==> src/rtl/div_sqrt_arb_mvp.sv <==
// rtl/div_sqrt_arb_mvp.sv - round-robin arbiter/sequencer sharing one div/sqrt unit
// Grants one requester at a time, muxes its operands and routes done/kill/timeout back to the owner.
module div_sqrt_arb_mvp #(
  parameter int NUM_REQ = 2,
  parameter int TIMEOUT = 64,
  localparam int IDW = $clog2(NUM_REQ)
) (
  input  logic                     Clk_CI,
  input  logic                     Rst_RBI,
  input  logic [NUM_REQ-1:0]       Req_SI,
  input  logic [NUM_REQ-1:0]       Op_sqrt_SI,
  input  logic [NUM_REQ-1:0]       Kill_SI,
  input  logic [NUM_REQ-1:0][1:0]  Format_sel_SI,
  input  logic [NUM_REQ-1:0][5:0]  Precision_ctl_SI,
  input  logic [NUM_REQ-1:0][63:0] Operand_a_DI,
  input  logic [NUM_REQ-1:0][63:0] Operand_b_DI,
  input  logic                     Unit_ready_SI,
  input  logic                     Unit_done_SI,
  output logic [NUM_REQ-1:0]       Gnt_SO,
  output logic                     Div_start_SO,
  output logic                     Sqrt_start_SO,
  output logic                     Kill_SO,
  output logic [1:0]               Format_sel_SO,
  output logic [5:0]               Precision_ctl_SO,
  output logic [63:0]              Operand_a_DO,
  output logic [63:0]              Operand_b_DO,
  output logic [NUM_REQ-1:0]       Done_SO,
  output logic [IDW-1:0]           Owner_SO,
  output logic                     Busy_SO,
  output logic                     Timeout_SO
);

  localparam bit       WD_EN   = (TIMEOUT != 0);
  localparam logic [7:0] WD_LAST = WD_EN ? 8'(TIMEOUT - 1) : 8'd0;

  typedef enum logic {IDLE, BUSY} state_t;

  state_t           state;
  logic [IDW-1:0]   ptr;
  logic [IDW-1:0]   owner;
  logic [7:0]       cnt;

  logic [NUM_REQ-1:0]   eligible;
  logic [2*NUM_REQ-1:0] rot;
  logic                 found;
  logic [IDW-1:0]       win;
  logic                 grant;
  logic [IDW-1:0]       sel;
  logic                 kill_own;
  logic                 wd_fire;
  logic                 done_fire;
  int                   sum;

  // Rotate the eligible vector so bit 0 is the RR pointer, then take the first set bit.
  always_comb begin
    eligible = Req_SI & ~Kill_SI;
    rot      = {eligible, eligible} >> ptr;
    found    = 1'b0;
    win      = '0;
    sum      = 0;
    for (int j = 0; j < NUM_REQ; j++) begin
      if (!found && rot[j]) begin
        found = 1'b1;
        sum   = int'(ptr) + j;
        if (sum >= NUM_REQ) sum = sum - NUM_REQ;
        win   = IDW'(sum);
      end
    end
  end

  // Gated by reset so no grant pulse escapes while reset is held.
  assign grant     = Rst_RBI && (state == IDLE) && Unit_ready_SI && found;
  assign kill_own  = (state == BUSY) && Kill_SI[owner];
  assign wd_fire   = WD_EN && (state == BUSY) && !kill_own && (cnt == WD_LAST);
  assign done_fire = (state == BUSY) && !kill_own && !wd_fire && Unit_done_SI;

  assign sel = grant ? win : ((state == BUSY) ? owner : '0);

  assign Gnt_SO           = grant ? (NUM_REQ'(1) << win) : '0;
  assign Div_start_SO     = grant && !Op_sqrt_SI[win];
  assign Sqrt_start_SO    = grant && Op_sqrt_SI[win];
  assign Kill_SO          = kill_own || wd_fire;
  assign Timeout_SO       = wd_fire;
  assign Done_SO          = (wd_fire || done_fire) ? (NUM_REQ'(1) << owner) : '0;
  assign Busy_SO          = (state == BUSY);
  assign Owner_SO         = owner;
  assign Format_sel_SO    = Format_sel_SI[sel];
  assign Precision_ctl_SO = Precision_ctl_SI[sel];
  assign Operand_a_DO     = Operand_a_DI[sel];
  assign Operand_b_DO     = Operand_b_DI[sel];

  always_ff @(posedge Clk_CI or negedge Rst_RBI) begin
    if (!Rst_RBI) begin
      state <= IDLE;
      ptr   <= '0;
      owner <= '0;
      cnt   <= '0;
    end else begin
      case (state)
        IDLE: begin
          if (grant) begin
            state <= BUSY;
            owner <= win;
            ptr   <= (win == IDW'(NUM_REQ - 1)) ? '0 : win + IDW'(1);
            cnt   <= '0;
          end
        end
        BUSY: begin
          if (cnt != 8'hFF) cnt <= cnt + 8'd1;
          if (kill_own || wd_fire || done_fire) state <= IDLE;
        end
        default: state <= IDLE;
      endcase
    end
  end

endmodule

==> config.mk <==
export PLATFORM = sky130hd
export DESIGN_NAME = div_sqrt_arb_mvp
export DESIGN_NICKNAME = d
export VERILOG_FILES = /design/src/rtl/div_sqrt_arb_mvp.sv
export SDC_FILE = /design/constraint.sdc
export NUM_CORES = 1
export LEC_CHECK = 0
export BUFFER_PORTS_ARGS = -buffer_cell sky130_fd_sc_hd__buf_4
export CAP_MARGIN = 20
export CORE_AREA = 2 2 167 169
export DETAILED_ROUTE_END_ITERATION = 6
export DIE_AREA = 0 0 169 171
export HOLD_SLACK_MARGIN = 0.1
export PLACE_DENSITY_LB_ADDON = 0.15
export SLEW_MARGIN = 15
export SYNTH_ARGS = -nofsm -noshare
export SYNTH_HDL_FRONTEND = slang
export SYNTH_SLANG_ARGS = --single-unit
==> constraint.sdc <==
create_clock -name Clk_CI -period 3.08 [get_ports Clk_CI]
set_clock_uncertainty 0.15 [all_clocks]
set_input_delay 0.462 -clock Clk_CI [delete_from_list [all_inputs] [get_ports Clk_CI]]
set_output_delay 0.462 -clock Clk_CI [all_outputs]
set_load 0.05 [all_outputs]
# Word level (Yosys, flattened, before mapping)
# Cells that the tools add are included.
totals:
  regBits: 11
  inputBits: 282
  out_inout_bits: 146
classes:
  add_sub_neg: 5
  n_lt_le_gt_ge: 5
  n_eq_ne: 4
  shifts: 3
  n_mux: 29
  bitwise_logic: 3
  n_reduce_logical: 20
op_table:
  columns: ["cell", "count"]
  rows:
  - ["$mux 64", 4]
  - ["$mux 8", 2]
  - ["$pmux 8 s2", 1]
  - ["$mux 1", 15]
  - ["$mux 6", 2]
  - ["$logic_and 1x1->1", 11]
  - ["$add 8x1->8 const B", 1]
  - ["$eq 8x6->1 const B", 1]
  - ["$mux 2", 4]
  - ["$ne 8x8->1 const B", 1]
  - ["$lt 1x2->1 const B", 3]
  - ["$logic_not 1->1", 4]
  - ["$reduce_and 2->1", 2]
  - ["$shl 1x1->2 const A", 2]
  - ["$shr 4x1->2", 1]
  - ["$logic_or 1x1->1", 3]
  - ["$add 1x1->2 const B", 1]
  - ["$and 2x2->2", 1]
  - ["$ge 1x2->1 const B", 1]
  - ["$ge 2x2->1 const B", 1]
  - ["$ne 2x1->1 const B", 1]
  - ["$ne 2x2->1 const B", 1]
  - ["$not 2->2", 1]
  - ["$pmux 1 s2", 1]
  - ["3 further kinds", 4]

# Depth between registers and ports, before layout
depth:
  depth_word: 12
  ltp_mapped: 7
  ltp_nobuf: 5

# Worst setup path before layout
# Ideal clock, no wire load.
synth_path:
  path_kind: "register to output"
  from: "register cnt[0]"
  to: "output Done_SO[1]"
  arrival_time_ps: 2538
  t_required_ps: 2468
  slack_ps: -70
  stages_incl_launch_ff: 7
  cell_sequence: "dfrtp_1 ha_1 buf_2 nand2_1 or4_1 nor2b_1 nor3b_1"
synth_between:
  elab_chain_cells: 7
synth_lines:
  columns: ["element", "line", "source"]
  rows:
  - ["from (decl)", "41", "logic [7:0] cnt;"]
  - ["from (signal assigned)", "109", "if (cnt != 8'hFF) cnt <= cnt + 8'd1;"]
  - ["$eq 8x6->1 (*)", "74", "assign wd_fire = WD_EN && (state == BUSY) && !kill_own && (cnt == WD_LAST);"]
  - ["$logic_and 1x1->1 (*)", "74", null]
  - ["$logic_not 1->1", "75", "assign done_fire = (state == BUSY) && !kill_own && !wd_fire && Unit_done_SI;"]
  - ["$logic_and 1x1->1 (2 in series)", "75", null]
  - ["$logic_or 1x1->1 (*)", "84", "assign Done_SO = (wd_fire || done_fire) ? (NUM_REQ'(1) << owner) : '0;"]
  - ["$mux 2 (*)", "84", null]
  - ["to (decl)", "27", "output logic [NUM_REQ-1:0] Done_SO,"]
# Mark *: on every way between the ends. The rest lies on a longest branch, timed or not.

# Worst setup path in the final report
layout_path:
  from: "register ptr"
  to: "output Precision_ctl_SO[0]"
layout_between:
  elab_chain_cells: 9
  word_cells_on_any_way: 18
  cone_classes: "add/sub: 3; order compare: 2; shift: 1; mux: 9; reduce/logical: 3"
layout_lines:
  columns: ["element", "line", "source"]
  rows:
  - ["from (decl)", "39", "logic [IDW-1:0] ptr;"]
  - ["from (signal assigned)", "104", "ptr <= (win == IDW'(NUM_REQ - 1)) ? '0 : win + IDW'(1);"]
  - ["branches (longest 6 deep; another with $add 1x1->2)", null, null]
  - ["$mux 1 (*)", "77", "assign sel = grant ? win : ((state == BUSY) ? owner : '0);"]
  - ["$mux 6 (not written as such) (*) (2 in series)", "88", "assign Precision_ctl_SO = Precision_ctl_SI[sel];"]
  - ["to (decl)", "24", "output logic [5:0] Precision_ctl_SO,"]
# Every way passes the cells marked *. The select of a mux whose other input is x is not followed.

==> summary.md <==
| Metric | Value |
|---|---|
| Status | `finished clean` |
| Vert. Die Dim | `171 um` |
| Syn Inst Count | `around 220` |
| Rows | `61` |
| GPL Wtd Cong | `0.727` |
| WL final | `between 15,000 and 20,000 um` |
| Slowest CP cell | `dfrtp_1` |
| Commonest non-fill, non-tap cell in the layout | `buf_4` |
| Synth Net Count | `slightly above 500` |
| Routed length on met1 | `a little over 6000 um` |
| Setup violators final | `0` |
| Fraction of the yosys area taken by sequential cells | `0.112` |
| TritonCTS Buffers | `3` |
| DRC | `0` |
| Xor-xnor portion of the synthesized cell area | `0.00714` |
| VDD IR max | `0.000161 V` |
| Post-synth top area cell | `mux2_2` |
| Setup bufs post-CTS | `0` |
| Leak pwr | `approximately 3.2 nW` |
| Ports | `428` |
| Period utilisation layout | `0.924` |
| Antenna violations before repair | `2` |
| Max Cap Violations | `0` |
| Layout Utilization | `0.228` |
| Synthesized flop and latch total | `11` |
| Initial Util | `0.0898` |
| Met2 routed WL | `9450 um` |
| Vias | `3,490` |
| Clock latency at the later pin of the worst-skew pair | `0.23 ns` |
| Fmax | `about 350 MHz` |
| Worst Max-Slew Pin Slew | `0.553 ns` |
| Post-synthesis average cell area | `~11 um2` |
| WP data required | `2.47 ns` |
| H-Tree Depth | `1` |
| Power per cell area | `311 nW/um2` |
| Worst path bufs/invs | `3` |
| Mux cell area share after synthesis | `0.694` |
| Tot GR Track Use | `0.105` |
| Post_cts resized | `0` |
| Unrepaired setup endpoints after global routing | `false` |
| Max FO, Critical Path | `33` |
| Clock tree buffer depth | `2` |
| First-pass GRT wire length | `22,500 um` |
| Simple-gate share of the synthesized area | `0.0837` |
| Final net count | `slightly above 900` |
| Share of cells above drive strength 1 | `0.898` |
| Crit path launch type | `flip-flop` |
| Slew HR | `0.630` |
| CTS Sinks | `11` |
| CP top delay family | `buffers and inverters` |
| Worst min-delay path class | `reg -> reg` |
| Drt first pass iters | `4` |
| Worst hold slack | `about 0.38 ns` |
| Hpwl dp | `15,700 um` |
| Critical Path AT | `2.23 ns` |
| GRT overflow | `0` |
| Crit-path max cell delay | `around 0.4 ns` |
| Most frequent CP cell | `buf_12` |
| CP endpoint kind | `output port` |
| Commonest non-fill, non-tap cells in the layout | `buf_4 (430), mux2_2 (96), mux2_4 (40), dfrtp_1 (11), nor2_1 (7)` |
| DRT iter0 DRCs | `99` |
| Final Max Tran Viols | `0` |
| Met3 wire length | `1830 um` |
| Clock-pin slew on the worst setup and hold paths | `about 0.040 ns` |
| WL per Instance | `17.7 um` |
| Synth area leaders | `mux2_2 (44%), mux2_4 (24%), dfrtp_1 (11%)` |
| Core ar. | `27,300 um2` |
| Synth unique cells | `32` |
| Root Buffer | `clkbuf_16` |
| Antenna-violating nets left | `0` |
| Largest family of logic cells by synthesized area | `multiplexers` |
| Setup TNS | `0 ns` |
| CTS tree | `yes` |
| WS Path Type | `reg -> out` |
| Largest net degree at the start of global routing | `47` |
| Worst path cell trace | `nor3b_2 > nor3_4 > a21oi_4 > buf_12 > buf_12 > mux2_2 > buf_4` |
| Final Hold Violating Endpoints | `0` |
| Hold-fix buffers, CTS | `1` |
| I/O Buffers | `427` |
| N_diodes | `0` |
| Area Overhead vs Synth | `154%` |
| Synth warnings | `0` |
| Vias in the first global route | `3,482` |
| Compound-cell area share of the yosys netlist | `0.0495` |
| Drt via density | `between 3 and 4` |
| Mapped Area | `2450 um2` |
| Die area | `about 29,000 um2` |
| Yosys top cell area share | `0.441` |
| Highest metal used | `met5` |
| Post-synthesis adder-cell area fraction | `0.00510` |
| Die Width | `roughly 170 um` |
| Crit path time final | `2.85 ns` |
cells in the mapped netlist, drive strengths merged:
| cell type | number |
|---|---|
| a21oi | 7 |
| a41o | 1 |
| o22ai | 2 |
| a21o | 2 |
| a31oi | 2 |
| o21ai | 4 |
| dfrtp | 11 |
| and2 | 1 |
| nand2b | 2 |
| nor3 | 4 |
| nor2b | 2 |
| nand3 | 6 |
| a211oi | 1 |
| nor2 | 7 |
| and4 | 2 |
| inv | 2 |
| nand3b | 1 |
| xnor2 | 1 |
| or4 | 1 |
| nor3b | 2 |
| a31o | 1 |
| xor2 | 1 |
| and4b | 1 |
| ha | 1 |
| nand2 | 3 |
| mux2 | 136 |
| mux2i | 2 |
| buf | 16 |
layout make-up:
class                           count  area [um2]
Multi-Input combinational cell    193        2070
Tap cell                          346         433
Inverter                            2        7.51
Sequential cell                    11         275
Clock buffer                        4        78.8
Timing Repair Buffer              437        3360
Fill cell                        3016       21100
power breakdown:
part           internal, mW  leakage, nW  switching (mW)  total, mW
Sequential            0.171        0.145          0.0360      0.207
Clock                 0.174       0.0382          0.0621      0.236
Combinational         0.649         3.05           0.847       1.50
layer usage:
layer | up-vias | GRT usage
li1 | 1691 | -
met1 | 1586 | 0.114
met2 | 197 | 0.201
met3 | 12 | 0.0345
met4 | 4 | 0.0167
met5 | - | 0
metrics by stage:
step | instance area (um2) | power (mW) | cells | worst slack (ns)
2_1_floorplan | 2460 | 1.13 | 222 | 0.0401
3_3_place_gp | 6140 | 1.72 | 988 | 0.296
3_5_place_dp | 6140 | 1.71 | 988 | 0.298
4_1_cts | 6230 | 1.96 | 993 | 0.210
5_1_grt | 6230 | 2.02 | 993 | 0.104
6_report | 6230 | 1.94 | 993 | 0.233
sequential cells by signal (all words and copies together) (netlist names):
name / count
Owner_SO: 1
cnt: 8
ptr: 1
Busy_SO: 1
path summary, 6_finish.rpt:
path                                          from                  end  slack, ns  cells past startpoint
worst max register to register  cnt[0]$_DFFE_PN0P_    Busy_SO$_DFF_PN0_       0.96                      5
min in group asynchronous                  Rst_RBI      ptr$_DFFE_PN0P_       0.62                      2
worst min register to register     ptr$_DFFE_PN0P_      ptr$_DFFE_PN0P_       0.38                      2
worst max-delay path               ptr$_DFFE_PN0P_  Precision_ctl_SO[0]       0.23                      7
max in group asynchronous                  Rst_RBI   cnt[5]$_DFFE_PN0P_       1.80                      2
worst min-delay path               ptr$_DFFE_PN0P_      ptr$_DFFE_PN0P_       0.38                      2
worst register-to-register path: stages, from the launching register on:
cell	delay [ns]
dfrtp_1	0.38
ha_1	0.34
nand2_1	0.11
or4_1	0.55
nor2b_1	0.22
a31o_2	0.26
cell families (layout without fill, tap and decap cells):
group / after synthesis / in the layout
AO/OA/AOI/OAI: 20 / 20
XOR/XNOR: 2 / 2
adder cells (fa/ha/maj): 1 / 1
buffers and inverters: 18 / 443
flip-flops: 11 / 11
multiplexers: 138 / 138
AND/OR/NAND/NOR: 32 / 32
No activity file was read; power rests on OpenSTA's default activity.
